==> src/rtl/mem_bus_arbiter.sv <==
// mem_bus_arbiter: two-master arbiter and sequencer for the shared 8-bit ROM/RAM bus.
// Every access runs IDLE -> SETUP -> STROBE (WAIT_CYCLES+1 cycles) -> DONE.
// A ROM write skips the bus and goes straight to DONE with err set.
// All outputs are registered. They are computed from the next state, so each
// output matches the state the FSM is in during that same cycle.
// Optional feature macro: ARB_ROUND_ROBIN_EN selects round-robin tie-breaking.
// When the macro is undefined, m0 has fixed priority on ties.
module mem_bus_arbiter #(
  parameter int WAIT_CYCLES = 0
) (
  input  logic       clk,
  input  logic       rst_n,
  input  logic       m0_req,
  input  logic       m0_we,
  input  logic       m0_ram,
  input  logic [7:0] m0_addr,
  input  logic [7:0] m0_wdata,
  output logic       m0_ack,
  output logic       m0_err,
  input  logic       m1_req,
  input  logic       m1_we,
  input  logic       m1_ram,
  input  logic [7:0] m1_addr,
  input  logic [7:0] m1_wdata,
  output logic       m1_ack,
  output logic       m1_err,
  output logic [7:0] rdata,
  output logic [7:0] AB,
  output logic [7:0] DB_out,
  output logic       DB_oe,
  input  logic [7:0] DB_in,
  output logic       ROM_en,
  output logic       ROM_read,
  output logic       RAM_en,
  output logic       RAM_read,
  output logic       RAM_write,
  output logic [1:0] gnt,
  output logic       busy
);

  typedef enum logic [1:0] {IDLE, SETUP, STROBE, DONE} state_t;

  localparam logic [2:0] WAIT_LAST = 3'(WAIT_CYCLES);

  state_t      state_q, state_d;
  logic        own_q, own_d;
  logic        we_q, we_d;
  logic        ram_q, ram_d;
  logic [7:0]  addr_q, addr_d;
  logic [7:0]  wdata_q, wdata_d;
  logic [2:0]  wait_q, wait_d;
  logic        win;
`ifdef ARB_ROUND_ROBIN_EN
  logic        last_q, last_d;
`endif

  logic [7:0]  ab_q, ab_d;
  logic [7:0]  db_out_q, db_out_d;
  logic        db_oe_q, db_oe_d;
  logic        rom_en_q, rom_en_d;
  logic        rom_read_q, rom_read_d;
  logic        ram_en_q, ram_en_d;
  logic        ram_read_q, ram_read_d;
  logic        ram_write_q, ram_write_d;
  logic [1:0]  ack_q, ack_d;
  logic [1:0]  err_q, err_d;
  logic [7:0]  rdata_q, rdata_d;
  logic [1:0]  gnt_q, gnt_d;
  logic        busy_q, busy_d;

  // Next-state, arbitration, access latching and registered-output decode
  always_comb begin
    state_d     = state_q;
    own_d       = own_q;
    we_d        = we_q;
    ram_d       = ram_q;
    addr_d      = addr_q;
    wdata_d     = wdata_q;
    wait_d      = wait_q;
    win         = 1'b0;
`ifdef ARB_ROUND_ROBIN_EN
    last_d      = last_q;
`endif
    ab_d        = ab_q;
    db_out_d    = db_out_q;
    rdata_d     = rdata_q;
    db_oe_d     = 1'b0;
    rom_en_d    = 1'b0;
    rom_read_d  = 1'b0;
    ram_en_d    = 1'b0;
    ram_read_d  = 1'b0;
    ram_write_d = 1'b0;
    ack_d       = 2'b00;
    err_d       = 2'b00;
    gnt_d       = 2'b00;
    busy_d      = 1'b0;

    case (state_q)
      IDLE: begin
        if (m0_req || m1_req) begin
`ifdef ARB_ROUND_ROBIN_EN
          win    = (m0_req && m1_req) ? ~last_q : m1_req;
          last_d = win;
`else
          win    = m1_req && !m0_req;
`endif
          own_d   = win;
          we_d    = win ? m1_we    : m0_we;
          ram_d   = win ? m1_ram   : m0_ram;
          addr_d  = win ? m1_addr  : m0_addr;
          wdata_d = win ? m1_wdata : m0_wdata;
          state_d = (we_d && !ram_d) ? DONE : SETUP;
        end
      end
      SETUP: begin
        state_d = STROBE;
        wait_d  = 3'd0;
      end
      STROBE: begin
        if (wait_q == WAIT_LAST) begin
          state_d = DONE;
          if (!we_q) rdata_d = DB_in;
        end else begin
          wait_d = wait_q + 3'd1;
        end
      end
      DONE: begin
        state_d = IDLE;
      end
      default: begin
        state_d = IDLE;
      end
    endcase

    if (state_d != IDLE) begin
      busy_d = 1'b1;
      gnt_d  = own_d ? 2'b10 : 2'b01;
    end
    if (state_d == SETUP || state_d == STROBE) begin
      ab_d     = addr_d;
      rom_en_d = !ram_d;
      ram_en_d = ram_d;
      if (we_d) begin
        db_out_d = wdata_d;
        db_oe_d  = 1'b1;
      end
    end
    if (state_d == STROBE) begin
      rom_read_d  = !ram_d && !we_d;
      ram_read_d  = ram_d && !we_d;
      ram_write_d = ram_d && we_d;
    end
    if (state_d == DONE) begin
      ack_d = own_d ? 2'b10 : 2'b01;
      if (we_d && !ram_d) err_d = own_d ? 2'b10 : 2'b01;
    end
  end

  // State and output registers; reset aborts any access in flight
  always_ff @(posedge clk) begin
    if (!rst_n) begin
      state_q     <= IDLE;
`ifdef ARB_ROUND_ROBIN_EN
      last_q      <= 1'b1;
`endif
      ab_q        <= 8'h00;
      db_out_q    <= 8'h00;
      db_oe_q     <= 1'b0;
      rom_en_q    <= 1'b0;
      rom_read_q  <= 1'b0;
      ram_en_q    <= 1'b0;
      ram_read_q  <= 1'b0;
      ram_write_q <= 1'b0;
      ack_q       <= 2'b00;
      err_q       <= 2'b00;
      rdata_q     <= 8'h00;
      gnt_q       <= 2'b00;
      busy_q      <= 1'b0;
    end else begin
      state_q     <= state_d;
`ifdef ARB_ROUND_ROBIN_EN
      last_q      <= last_d;
`endif
      ab_q        <= ab_d;
      db_out_q    <= db_out_d;
      db_oe_q     <= db_oe_d;
      rom_en_q    <= rom_en_d;
      rom_read_q  <= rom_read_d;
      ram_en_q    <= ram_en_d;
      ram_read_q  <= ram_read_d;
      ram_write_q <= ram_write_d;
      ack_q       <= ack_d;
      err_q       <= err_d;
      rdata_q     <= rdata_d;
      gnt_q       <= gnt_d;
      busy_q      <= busy_d;
    end
  end

  // Latched access descriptor and wait counter; only meaningful while busy
  always_ff @(posedge clk) begin
    own_q   <= own_d;
    we_q    <= we_d;
    ram_q   <= ram_d;
    addr_q  <= addr_d;
    wdata_q <= wdata_d;
    wait_q  <= wait_d;
  end

  assign AB        = ab_q;
  assign DB_out    = db_out_q;
  assign DB_oe     = db_oe_q;
  assign ROM_en    = rom_en_q;
  assign ROM_read  = rom_read_q;
  assign RAM_en    = ram_en_q;
  assign RAM_read  = ram_read_q;
  assign RAM_write = ram_write_q;
  assign m0_ack    = ack_q[0];
  assign m1_ack    = ack_q[1];
  assign m0_err    = err_q[0];
  assign m1_err    = err_q[1];
  assign rdata     = rdata_q;
  assign gnt       = gnt_q;
  assign busy      = busy_q;

endmodule

==> config.mk <==
export PLATFORM = sky130hd
export DESIGN_NAME = mem_bus_arbiter
export DESIGN_NICKNAME = d
export VERILOG_FILES = /design/src/rtl/mem_bus_arbiter.sv
export SDC_FILE = /design/constraint.sdc
export NUM_CORES = 1
export LEC_CHECK = 0
export ABC_AREA = 1
export CORE_MARGIN = 10
export CORE_UTILIZATION = 40
export DETAILED_ROUTE_END_ITERATION = 8
export GPL_ROUTABILITY_DRIVEN = 0
export PLACE_DENSITY = 0.69
export SLEW_MARGIN = 25
export SYNTH_ARGS = -nofsm -noshare
export SYNTH_HDL_FRONTEND = slang
export SYNTH_SLANG_ARGS = --single-unit
==> constraint.sdc <==
create_clock -name clk -period 2.7 [get_ports clk]
set_input_delay 0.81 -clock clk [delete_from_list [all_inputs] [get_ports clk]]
set_output_delay 0.81 -clock clk [all_outputs]
set_load 0.05 [all_outputs]
* Yosys cells after proc, flatten, opt, wreduce, memory -nomap -nowiden
Index checks and enable logic that the tools add are counted.
** Storage, ports and cells
- Register bits :: 61
- Input port bits :: 48
- Output and inout bits :: 37
- Word-level logic and storage cells :: 76
** Operators by class
- Add/subtract/negate cells :: 1
- Equal/unequal tests :: 7
- Multiplexer cells :: 23
- Bitwise operators :: 1
- Reductions and logical operators :: 24
** Operators with widths (count)
- two-way mux 8 bit :: 6
- AND reduction 2 bit :: 6
- two-way mux 1 bit :: 10
- equality test 2 bit (second input constant) :: 4
- two-way mux 2 bit :: 4
- one-hot mux 2 bit (4 select lines) :: 1
- logical AND 1 bit :: 6
- one-hot mux 3 bit (2 select lines) :: 1
- AND reduction 3 bit :: 2
- equality test 2 x 1 -> 1 bit (second input constant) :: 2
- logical NOT 1 bit :: 4
- nonzero test 2 bit :: 2
- adder 3 x 1 -> 3 bit (second input constant) :: 1
- logical NOT 3 bit :: 1
- two-way mux 3 bit :: 1
- logical NOT 2 bit :: 1
- logical OR 1 bit :: 2
- inequality test 2 bit (second input constant) :: 1
- NOT 1 bit :: 1

* Longest topological paths before layout
Gate-level depths: netlist (run 1).
- Word-level depth :: 11
- Gate-level depth with buffers :: 14
- Depth with buffers taken out :: 13

* Least setup slack after synthesis (run 1)
No wires, ideal clock.
- Kind :: input port to flip-flop
- Start point :: input m0_req
- End point :: register ab_q[2], in the netlist AB[2]
- Library setup time :: 0.109 ns
- Arrival :: 2.342 ns
- Required time :: 2.591 ns
- Path slack :: 0.249 ns
- Stages on the path :: 9
- Buffers on the path :: 1
- Cell sequence :: inv_2 > nand2_2 > o31ai_1 > ha_1 > inv_1 > clkbuf_1 > o2111ai_1 > nand2_1 > inv_1
** On the way
- Cells in the longest elaborated chain, start to end :: 10
- Elaborated cells on any way between the ends :: 16
- Classes of those cells :: eq/ne: 2; mux: 8; reduce/logical: 6
** RTL lines
- from (decl) :: line 13 : input logic m0_req,
- logical NOT 1 bit :: line 105 : win = m1_req && !m0_req;
- logical AND 1 bit :: line 105
- two-way mux 1 bit :: line 109 : ram_d = win ? m1_ram : m0_ram;
- logical NOT 1 bit :: line 112 : state_d = (we_d && !ram_d) ? DONE : SETUP;
- logical AND 1 bit :: line 112
- two-way mux 2 bit :: line 112
- two-way mux 2 bit :: line 100 : if (m0_req || m1_req) begin
- one-hot mux 2 bit (4 select lines) :: line 98 : case (state_q)
- equality test 2 x 1 -> 1 bit or equality test 2 bit (tied branches) :: line 139 : if (state_d == SETUP || state_d == STROBE) begin
- logical OR 1 bit :: line 139
- to (signal assigned) :: line 166 : ab_q <= 8'h00;
- to (signal assigned) :: line 184 : ab_q <= ab_d;
- to (decl) :: line 57 : logic [7:0] ab_q, ab_d;
Several ways; a longest one is shown, not always the timed one.
A chain may end at the register's enable or synchronous reset.

* Worst setup path after layout (run 1)
- Start point :: input m0_req
- End point :: register db_out_q[7], in the netlist DB_out[7]
** On the way
- Cells in the longest elaborated chain, start to end :: 11
- Elaborated cells on any way between the ends :: 19
- Classes of those cells :: eq/ne: 2; mux: 10; reduce/logical: 7
** RTL lines
- logical NOT 1 bit :: line 105
- logical AND 1 bit :: line 105
- two-way mux 1 bit :: line 109
- logical NOT 1 bit :: line 112
- logical AND 1 bit :: line 112
- two-way mux 2 bit :: line 112
- two-way mux 2 bit :: line 100
- one-hot mux 2 bit (4 select lines) :: line 98
- equality test 2 x 1 -> 1 bit or equality test 2 bit (tied branches) :: line 139
- logical OR 1 bit :: line 139
- AND reduction 2 bit (no line)
- to (signal assigned) :: line 185 : db_out_q <= db_out_d;
- to (decl) :: line 58 : logic [7:0] db_out_q, db_out_d;
Several ways; a longest one is shown, not always the timed one.

==> results of run 1 <==
[worst max-delay path by stage]
stage                start                     end  cells past startpoint
finish              m0_req  DB_out[7]$_SDFFE_PN0P_                     10
global route        m0_req  DB_out[5]$_SDFFE_PN0P_                     13
CTS                 m0_req  DB_out[7]$_SDFFE_PN0P_                     10
detailed placement  m0_req  DB_out[7]$_SDFFE_PN0P_                     10
global placement    m0_req      AB[5]$_SDFFE_PN0P_                     13
floorplan           m0_req      AB[2]$_SDFFE_PN0P_                      9
[per-stage QoR]
step	std cells	hold slack, ps
final	497	465.9
after global routing	497	502.3
after CTS	497	466.3
after floorplan	322	434.8
after global placement	482	449.4
after detailed placement	482	449.6
[kinds of logic (layout without fill, tap and decap cells)]
family,Yosys count,after routing,share of synthesized area [%]
xor+xnor,1,1,0.3545
simple gates,174,174,29.32
flops,61,61,50.63
compound gates,24,24,6.077
fa+ha+maj,9,9,4.557
buf+inv,53,153,9.063
[layer usage]
| layer | vias to the layer above | global-route usage (%) |
|---|---|---|
| li1 | 1174 | - |
| met1 | 1015 | 14.00 |
| met2 | 63 | 21.43 |
| met3 | 12 | 7.123 |
| met4 | 0 | 6.725 |
| met5 | - | 0 |
[cell type report]
type                       count  area share [%]
sequential                    61           34.67
multi-input combinational    208           27.60
timing repair buffer          93           25.52
clock buffer                  14           4.785
inverter                      45           4.681
tap                           75           2.601
clock inverter                 1          0.1387
[cell usage after synthesis, drive strengths merged]
| library cell | instances |
|---|---|
| edfxtp | 3 |
| nor2 | 65 |
| o211ai | 4 |
| ha | 9 |
| a31oi | 1 |
| inv | 45 |
| xnor2 | 1 |
| a21boi | 1 |
| o31ai | 1 |
| nand3 | 17 |
| o21a | 1 |
| dfxtp | 58 |
| nor3 | 2 |
| o21ai | 13 |
| o2111ai | 3 |
| clkbuf | 3 |
| nand2 | 90 |
| buf | 5 |
[flip-flops by register name, summed over array words and instances (netlist names), 2 cells and up]
name     count
gnt          2
DB_out       8
err_q        2
rdata        8
state_q      2
wdata_q      8
addr_q       8
AB           8
wait_q       3
ack_q        2
[cells in the final DEF, fill, tap and decap left out, drive strengths merged]
| master | count |
|---|---|
| nor3 | 2 |
| inv | 45 |
| o2111ai | 3 |
| nand3 | 17 |
| edfxtp | 3 |
| clkinv | 1 |
| a31oi | 1 |
| o21ai | 13 |
| o31ai | 1 |
| dfxtp | 58 |
| nand2 | 90 |
| o211ai | 4 |
| a21boi | 1 |
| buf | 9 |
| ha | 9 |
| nor2 | 65 |
| clkbuf | 14 |
| xnor2 | 1 |
| o21a | 1 |
| clkdlybuf4s50 | 84 |
[power breakdown]
group / internal, W / switching [W] / total [W]
combinational: 0.000677 / 0.00122 / 0.00190
sequential: 0.00120 / 0.000114 / 0.00132
clock: 0.000403 / 0.000330 / 0.000732
[worst min-delay path: stages, from the launching register on]
cell and delay [ps]:
dfxtp_1 310, nand2_1 60, nand3_2 70
==> impl_metrics.csv, run 1 <==
group,metric,value,unit
outcome,status,"finished clean",
final_layout,nNetsFinal,475,
timing,fin_tns_setup,0,ps
global_route,grt_pass1_wl,10630,um
clock_network,cts_resized,0,
timing,grt_setup_unrepaired,"no",
hold_path,hold_end,"wdata_q[0]$_DFF_P_",
critical_path,required,2970,ps
detailed_routing,wirelength,6365,um
critical_path,critical_path.max_fanout,16,
critical_path,r2r-end,"DB_out[7]$_SDFFE_PN0P_",
detailed_routing,met1_length,2712,um
floorplanning,ios,85,
pwr,p_total,0.003945,W
floorplanning,dieHeight,98.60,um
logic_synthesis,syn_avg_cell_area,7.674,um^2
detailed_routing,ant_nets,0,
floorplanning,core.rowCount,28,
critical_path,path_delay_family,"buffers and inverters",
hold_path,min_path_cells,2,
timing,max_slew_margin,63.67,%
critical_path,path_common_cell,"nand2_1",
timing,setup_slack,266.2,ps
detailed_routing,met2_length,2896,um
detailed_routing,top_layer_used,"met4",
place,hpwl,4890,um
critical_path,cp.buffers_inverters,3,
critical_path,cp_slowest_cell,"clkdlybuf4s50_1",
timing,fin_skew,5.583,ps
final_layout,multi_input_area,996.0,um^2
timing,worstMarginPinSlew,543.3,ps
logic_synthesis,synth.top_cell.area_share,46.99,%
global_route,grt_max_degree,20,
logic_synthesis,synth_warnings,0,
pwr,p_leak,1.702,nW
critical_path,r2r_cells,11,
logic_synthesis,syn_inst,322,
final_layout,drive_gt1_share,8.768,%
critical_path,cp_cell_sequence,"clkdlybuf4s50_1, inv_2, nand2_2, o31ai_1, ha_1, inv_1, nand3_4, nand2_1, nand2_1, nor2_1",
clock_network,clk_pin_slew,60,ps
clock_network,cts_htree_levels,3,
place,placedInstanceArea,3431,um^2
clock_network,clk_path_buf_depth,2,
final_layout,final_core_util,60.59,%
clock_network,cts_hold_buf,0,
logic_synthesis,synth.largest_area_cell,"dfxtp_1",
pwr,power_density,1093,nW/um^2
detailed_routing,vias_per_cell,4.555,
timing,hold_viol_final,0,
final_layout,final_area,3608,um^2
logic_synthesis,synth.area.top_cells,"dfxtp_1 (47%), nand2_1 (13%), nor2_1 (9.6%), inv_1 (5.9%), ha_1 (4.6%)",
place,io_buffers,84,
clock_network,cts_num_sinks,61,
clock_network,cts_root_buf,"clkbuf_8",
job,drv_cap,0,
timing,setup_viol,0,
timing,slew_violations,0,
hold_path,min_from,"wdata_q[0]$_DFF_P_",
clock_network,cts_tree,"done",
final_layout,seq_area,1251,um^2
clock_network,clk_latency,340,ps
place,dpl_worst_slack,-46.20,ps
logic_synthesis,yosysUniqueCellTypes,27,
critical_path,crit_path_start_kind,"input port",
timing,post-route-period-util,90.14,%
final_layout,syn2layout_area_growth,46.03,%
critical_path,critical_path_arrival,2700,ps
detailed_routing,met3WireLength,648,um
logic_synthesis,synth_seq_cells,61,
floorplanning,start_util,41.49,%
global_route,globalRouteTotalUtil,13.36,%
final_layout,nFillCells,571,
detailed_routing,wl_per_cell,12.81,um
detailed_routing,num_vias,2264,
final_layout,antennaDiodeCount,0,
timing,max_clock_freq,410.9,MHz
pwr,worst_ir_drop_vdd,0.5097,mV
critical_path,r2r_start,"state_q[0]$_SDFF_PN0_",
critical_path,criticalPathCategory,"input port to flip-flop",
logic_synthesis,synth_seq_area_share,50.63,%
critical_path,critPathMaxStageDelay,470,ps
detailed_routing,drc_errors,0,
critical_path,end_kind,"flip-flop",
global_route,antenna_found_initial,0,
floorplanning,die-area,9722,um^2
timing,min_period,2434,ps
detailed_routing,drtIter0Drc,80,
clock_network,cts_made_buffers,9,
logic_synthesis,synth_fp_nets,379,
global_route,grt_pass1_vias,2317,
hold_path,hold_class,"flip-flop to flip-flop",
floorplanning,core_region_area,5956,um^2
critical_path,rrSetupSlack,620,ps
clock_network,cts_setup_buffers,0,
logic_synthesis,syn_area,2471,um^2
detailed_routing,dr.pass1.iters,5,
global_route,grt_overflow,0,
floorplanning,die_width,98.60,um
Note: power is estimated with default switching activity, not from simulation.
==> run 2: changes to the inputs <==
--- a/config.mk
+++ b/config.mk
@@ -6,7 +6,7 @@
 export NUM_CORES = 1
 export LEC_CHECK = 0
 export ABC_AREA = 1
-export CORE_MARGIN = 10
+export CORE_MARGIN = 2
 export CORE_UTILIZATION = 40
 export DETAILED_ROUTE_END_ITERATION = 8
 export GPL_ROUTABILITY_DRIVEN = 0
==> impl_metrics.csv, run 2 (synthesis gave the netlist of run 1 again) <==
group,metric,value,unit
floorplanning,dieHeight,82.60,um
place,place_inst,480,
final_layout,drive_gt1_share,8.789,%
timing,min_period,2480,ps
critical_path,critical_path_arrival,2710,ps
detailed_routing,drtIter0Drc,83,
clock_network,cts_root_buf,"clkbuf_8",
timing,max_clock_freq,403.2,MHz
job,drv_cap,0,
pwr,power_density,1127,nW/um^2
pwr,p_leak,1.720,nW
floorplanning,die-area,6823,um^2
place,dpl_worst_slack,-98.12,ps
timing,setup_slack,220.0,ps
timing,grt_setup_unrepaired,"no",
final_layout,seq_area,1251,um^2
final_layout,nNetsFinal,473,
detailed_routing,wl_per_cell,11.42,um
detailed_routing,num_vias,2230,
global_route,grt_overflow,0,
clock_network,cts_resized,0,
global_route,grt_max_degree,20,
detailed_routing,wirelength,5665,um
final_layout,final_area,3652,um^2
critical_path,critical_path.max_fanout,11,
final_layout,nFillCells,573,
detailed_routing,dr.pass1.iters,4,
clock_network,cts_htree_levels,3,
clock_network,cts_num_sinks,61,
final_layout,syn2layout_area_growth,47.80,%
global_route,globalRouteTotalUtil,18.26,%
global_route,antenna_found_initial,0,
critical_path,crit_path_start_kind,"input port",
timing,max_slew_margin,65.14,%
place,placedInstanceArea,3403,um^2
timing,hold_viol_final,0,
timing,post-route-period-util,91.85,%
detailed_routing,vias_per_cell,4.496,
final_layout,final_cell_mix,"nand2_1 (86), clkdlybuf4s50_1 (84), nor2_1 (63)",
place,hpwl,4172,um
clock_network,cts_setup_buffers,0,
clock_network,clk_path_buf_depth,2,
floorplanning,core_region_area,5956,um^2
floorplanning,ios,85,
floorplanning,core.rowCount,28,
critical_path,criticalPathCategory,"input port to flip-flop",
timing,whs,472.7,ps
floorplanning,start_util,41.49,%
timing,worstMarginPinSlew,521.3,ps
clock_network,cts_made_buffers,9,
final_layout,multi_input_area,996.0,um^2
place,io_buffers,84,
timing,setup_viol,0,
global_route,grt_pass1_wl,9321,um
clock_network,cts_tree,"done",
global_route,grt_pass1_vias,2174,
timing,slew_violations,0,
critical_path,end_kind,"flip-flop",
hold_path,hold_class,"flip-flop to flip-flop",
floorplanning,die_width,82.60,um
detailed_routing,drc_errors,0,
final_layout,stdcell_count,496,
timing,fin_skew,4.618,ps
final_layout,final_common_cell,"nand2_1",
final_layout,antennaDiodeCount,0,
pwr,worst_ir_drop_vdd,0.5339,mV
clock_network,cts_hold_buf,0,
final_layout,final_core_util,61.32,%
clock_network,clk_latency,330,ps
critical_path,required,2930,ps
outcome,status,"finished clean",
clock_network,clk_pin_slew,70,ps
detailed_routing,ant_nets,0,
==> run 2: cell types whose count changed in the layout (fill, tap and decap cells not counted) <==
| cell | change |
|---|---|
| clkinv_2 | -1 |
| bufinv_16 | +1 |
| buf_4 | -1 |
| clkbuf_16 | +2 |
| clkbuf_1 | -1 |
| buf_12 | -1 |
==> run 2: where the power goes <==
part / switching [W] / internal, W
Sequential: 0.000116 / 0.00120
Combinational: 0.00120 / 0.000639
Clock: 0.000346 / 0.000615
==> run 2: per-layer routing <==
layer / global-route usage (%) / vias up / routed length (um)
met5: 0 / - / 0
met3: 6.522 / 9 / 429
met1: 21.35 / 980 / 2602
met4: 7.869 / 0 / 100
li1: - / 1171 / -
met2: 30.16 / 70 / 2533
==> run 2: final cells by class <==
class                   instances  area share [%]
repair buffers                 91           24.46
flip-flops and latches         61           34.26
inverters                      45           4.625
multi-input cells             208           27.27
well taps                      75           2.569
clock buffers                  15           5.995
clock inverters                 1          0.8222
==> run 2: worst paths after layout <==
path,end,start,slack (ps),cells past startpoint
min reg2reg,wdata_q[0]$_DFF_P_,wdata_q[0]$_DFF_P_,470,2
max,AB[4]$_SDFFE_PN0P_,m0_req,220,10
max reg2reg,AB[4]$_SDFFE_PN0P_,state_q[0]$_SDFF_PN0_,540,11
min,wdata_q[0]$_DFF_P_,wdata_q[0]$_DFF_P_,470,2
==> run 2: worst max-delay path, cell delays in order <==
cell and delay, ps:
clkdlybuf4s50_1 470, inv_2 130, nand2_2 60, o31ai_1 330, ha_1 320, inv_1 140, buf_4 210, o2111ai_1 140
nand2_1 70, inv_1 30
==> run 2: stage by stage <==
stage               TNS, ps  power (W)
detailed placement    -1011   0.003182
finish                    0   0.004114
floorplan                 0   0.002612
global placement          0   0.003140
CTS                       0   0.004150
global route              0   0.004389
==> run 3: changes to the inputs <==
--- a/config.mk
+++ b/config.mk
@@ -6,6 +6,7 @@
 export NUM_CORES = 1
 export LEC_CHECK = 0
 export ABC_AREA = 1
+export ABC_CLOCK_PERIOD_IN_PS = 2550
 export CORE_MARGIN = 2
 export CORE_UTILIZATION = 40
 export DETAILED_ROUTE_END_ITERATION = 8
==> constraint.sdc (replaced) <==
create_clock -name clk -period 2.55 [get_ports clk]
set_input_delay 0.765 -clock clk [delete_from_list [all_inputs] [get_ports clk]]
set_output_delay 0.765 -clock clk [all_outputs]
set_load 0.05 [all_outputs]
==> impl_metrics.csv, run 3 (synthesis gave the netlist of run 1 again) <==
group,metric,value,unit
outcome,status,"finished clean",
floorplanning,ios,85,
detailed_routing,drc_errors,0,
floorplanning,die_width,82.60,um
global_route,grt_max_degree,20,
timing,min_period,2375,ps
critical_path,critical_path.max_fanout,11,
clock_network,cts_tree,"done",
clock_network,cts_num_sinks,61,
critical_path,critPathMaxStageDelay,550,ps
timing,grt_setup_unrepaired,"no",
critical_path,path_delay_family,"buffers and inverters",
place,io_buffers,84,
timing,fin_skew,6.370,ps
global_route,grt_pass1_wl,9584,um
place,placedInstanceArea,3403,um^2
timing,max_slew_margin,65.07,%
detailed_routing,ant_nets,0,
global_route,globalRouteTotalUtil,18.93,%
global_route,grt_pass1_vias,2218,
global_route,grt_overflow,0,
detailed_routing,dr.pass1.iters,4,
clock_network,cts_setup_buffers,0,
clock_network,cts_hold_buf,0,
clock_network,clk_pin_slew,70,ps
global_route,antenna_found_initial,0,
hold_path,hold_class,"flip-flop to flip-flop",
timing,hold_viol_final,0,
clock_network,clk_latency,340,ps
detailed_routing,wirelength,5755,um
critical_path,cp_slowest_cell,"clkdlybuf4s50_1",
pwr,p_leak,1.713,nW
critical_path,crit_path_start_kind,"input port",
place,hpwl,4212,um
clock_network,cts_root_buf,"clkbuf_8",
detailed_routing,wl_per_cell,11.60,um
critical_path,criticalPathCategory,"input port to flip-flop",
detailed_routing,num_vias,2242,
place,dpl_worst_slack,-176.1,ps
final_layout,final_cell_mix,"nand2_1 (86), clkdlybuf4s50_1 (84), nor2_1 (63)",
critical_path,end_kind,"flip-flop",
timing,setup_slack,175.3,ps
final_layout,final_area,3638,um^2
final_layout,final_common_cell,"nand2_1",
detailed_routing,vias_per_cell,4.520,
floorplanning,core.rowCount,28,
job,drv_cap,0,
critical_path,cp.buffers_inverters,5,
timing,post-route-period-util,93.12,%
clock_network,clk_path_buf_depth,2,
pwr,worst_ir_drop_vdd,0.5177,mV
floorplanning,start_util,41.49,%
timing,max_clock_freq,421.1,MHz
clock_network,cts_resized,0,
final_layout,drive_gt1_share,8.551,%
floorplanning,die-area,6823,um^2
critical_path,path_common_cell,"nand2_1",
timing,worstMarginPinSlew,522.3,ps
timing,slew_violations,0,
clock_network,cts_htree_levels,3,
critical_path,critical_path_arrival,2620,ps
floorplanning,dieHeight,82.60,um
pwr,power_density,1193,nW/um^2
critical_path,required,2790,ps
floorplanning,core_region_area,5956,um^2
detailed_routing,drtIter0Drc,85,
final_layout,nNetsFinal,473,
final_layout,syn2layout_area_growth,47.24,%
clock_network,cts_made_buffers,9,
critical_path,cp_cell_sequence,"clkdlybuf4s50_1, inv_2, nand3_1, nand2_1, nor2_1, nand2_1, nand2_1, ha_1, inv_1, buf_4, o2111ai_1, nand2_1, inv_1",
final_layout,antennaDiodeCount,0,
timing,setup_viol,0,
run 3: changes by cell type in the layout (fill, tap and decap cells not counted):
cell,change
bufinv_16,+1
clkbuf_1,+1
clkbuf_16,-1
clkbuf_8,-2
clkinv_2,+1
run 3: path summary, 6_finish.rpt:
| kind | from | to | slack (ps) | depth (start not counted) |
|---|---|---|---|---|
| setup / recovery | m0_req | AB[5]$_SDFFE_PN0P_ | 180 | 13 |
| hold / removal | wdata_q[0]$_DFF_P_ | wdata_q[0]$_DFF_P_ | 460 | 2 |
| setup reg to reg | state_q[0]$_SDFF_PN0_ | AB[5]$_SDFFE_PN0P_ | 470 | 11 |
| hold reg to reg | wdata_q[0]$_DFF_P_ | wdata_q[0]$_DFF_P_ | 460 | 2 |
run 3: final cells by class:
type                    count  area, um^2
multi-input cells         208       996.0
clock inverters             3       65.06
inverters                  45       168.9
well taps                  75       93.84
fillers                   543        2317
flip-flops and latches     61        1251
clock buffers              13       170.2
repair buffers             91       893.4
run 3: per-layer routing:
layer  track usage [%]  wire [um]
met4             10.82        140
met2             30.48       2612
met1             21.58       2574
met5                 0          0
met3             6.957        428
run 3: metrics by stage:
step	instances	hold WS, ps	TNS, ps	util, %	power (W)
3_5_place_dp	480	449.8	-2209	57.14	0.003367
2_1_floorplan	322	434.8	0	-	0.002766
4_1_cts	496	467.7	0	61.09	0.004384
3_3_place_gp	480	448.3	-1103	57.14	0.003329
5_1_grt	496	487.5	0	61.09	0.004629
6_report	496	463.4	0	61.09	0.004342
run 3: worst min-delay path, cell delays in order, from the launching register on:
cell and delay [ps]:
dfxtp_1 310, nand2_1 60, nand3_2 70
run 3: power by group:
group	total [W]	switching, W	internal [W]
Sequential	0.00139	0.000121	0.00127
Combinational	0.00195	0.00126	0.000681
Clock	0.00100	0.000366	0.000636
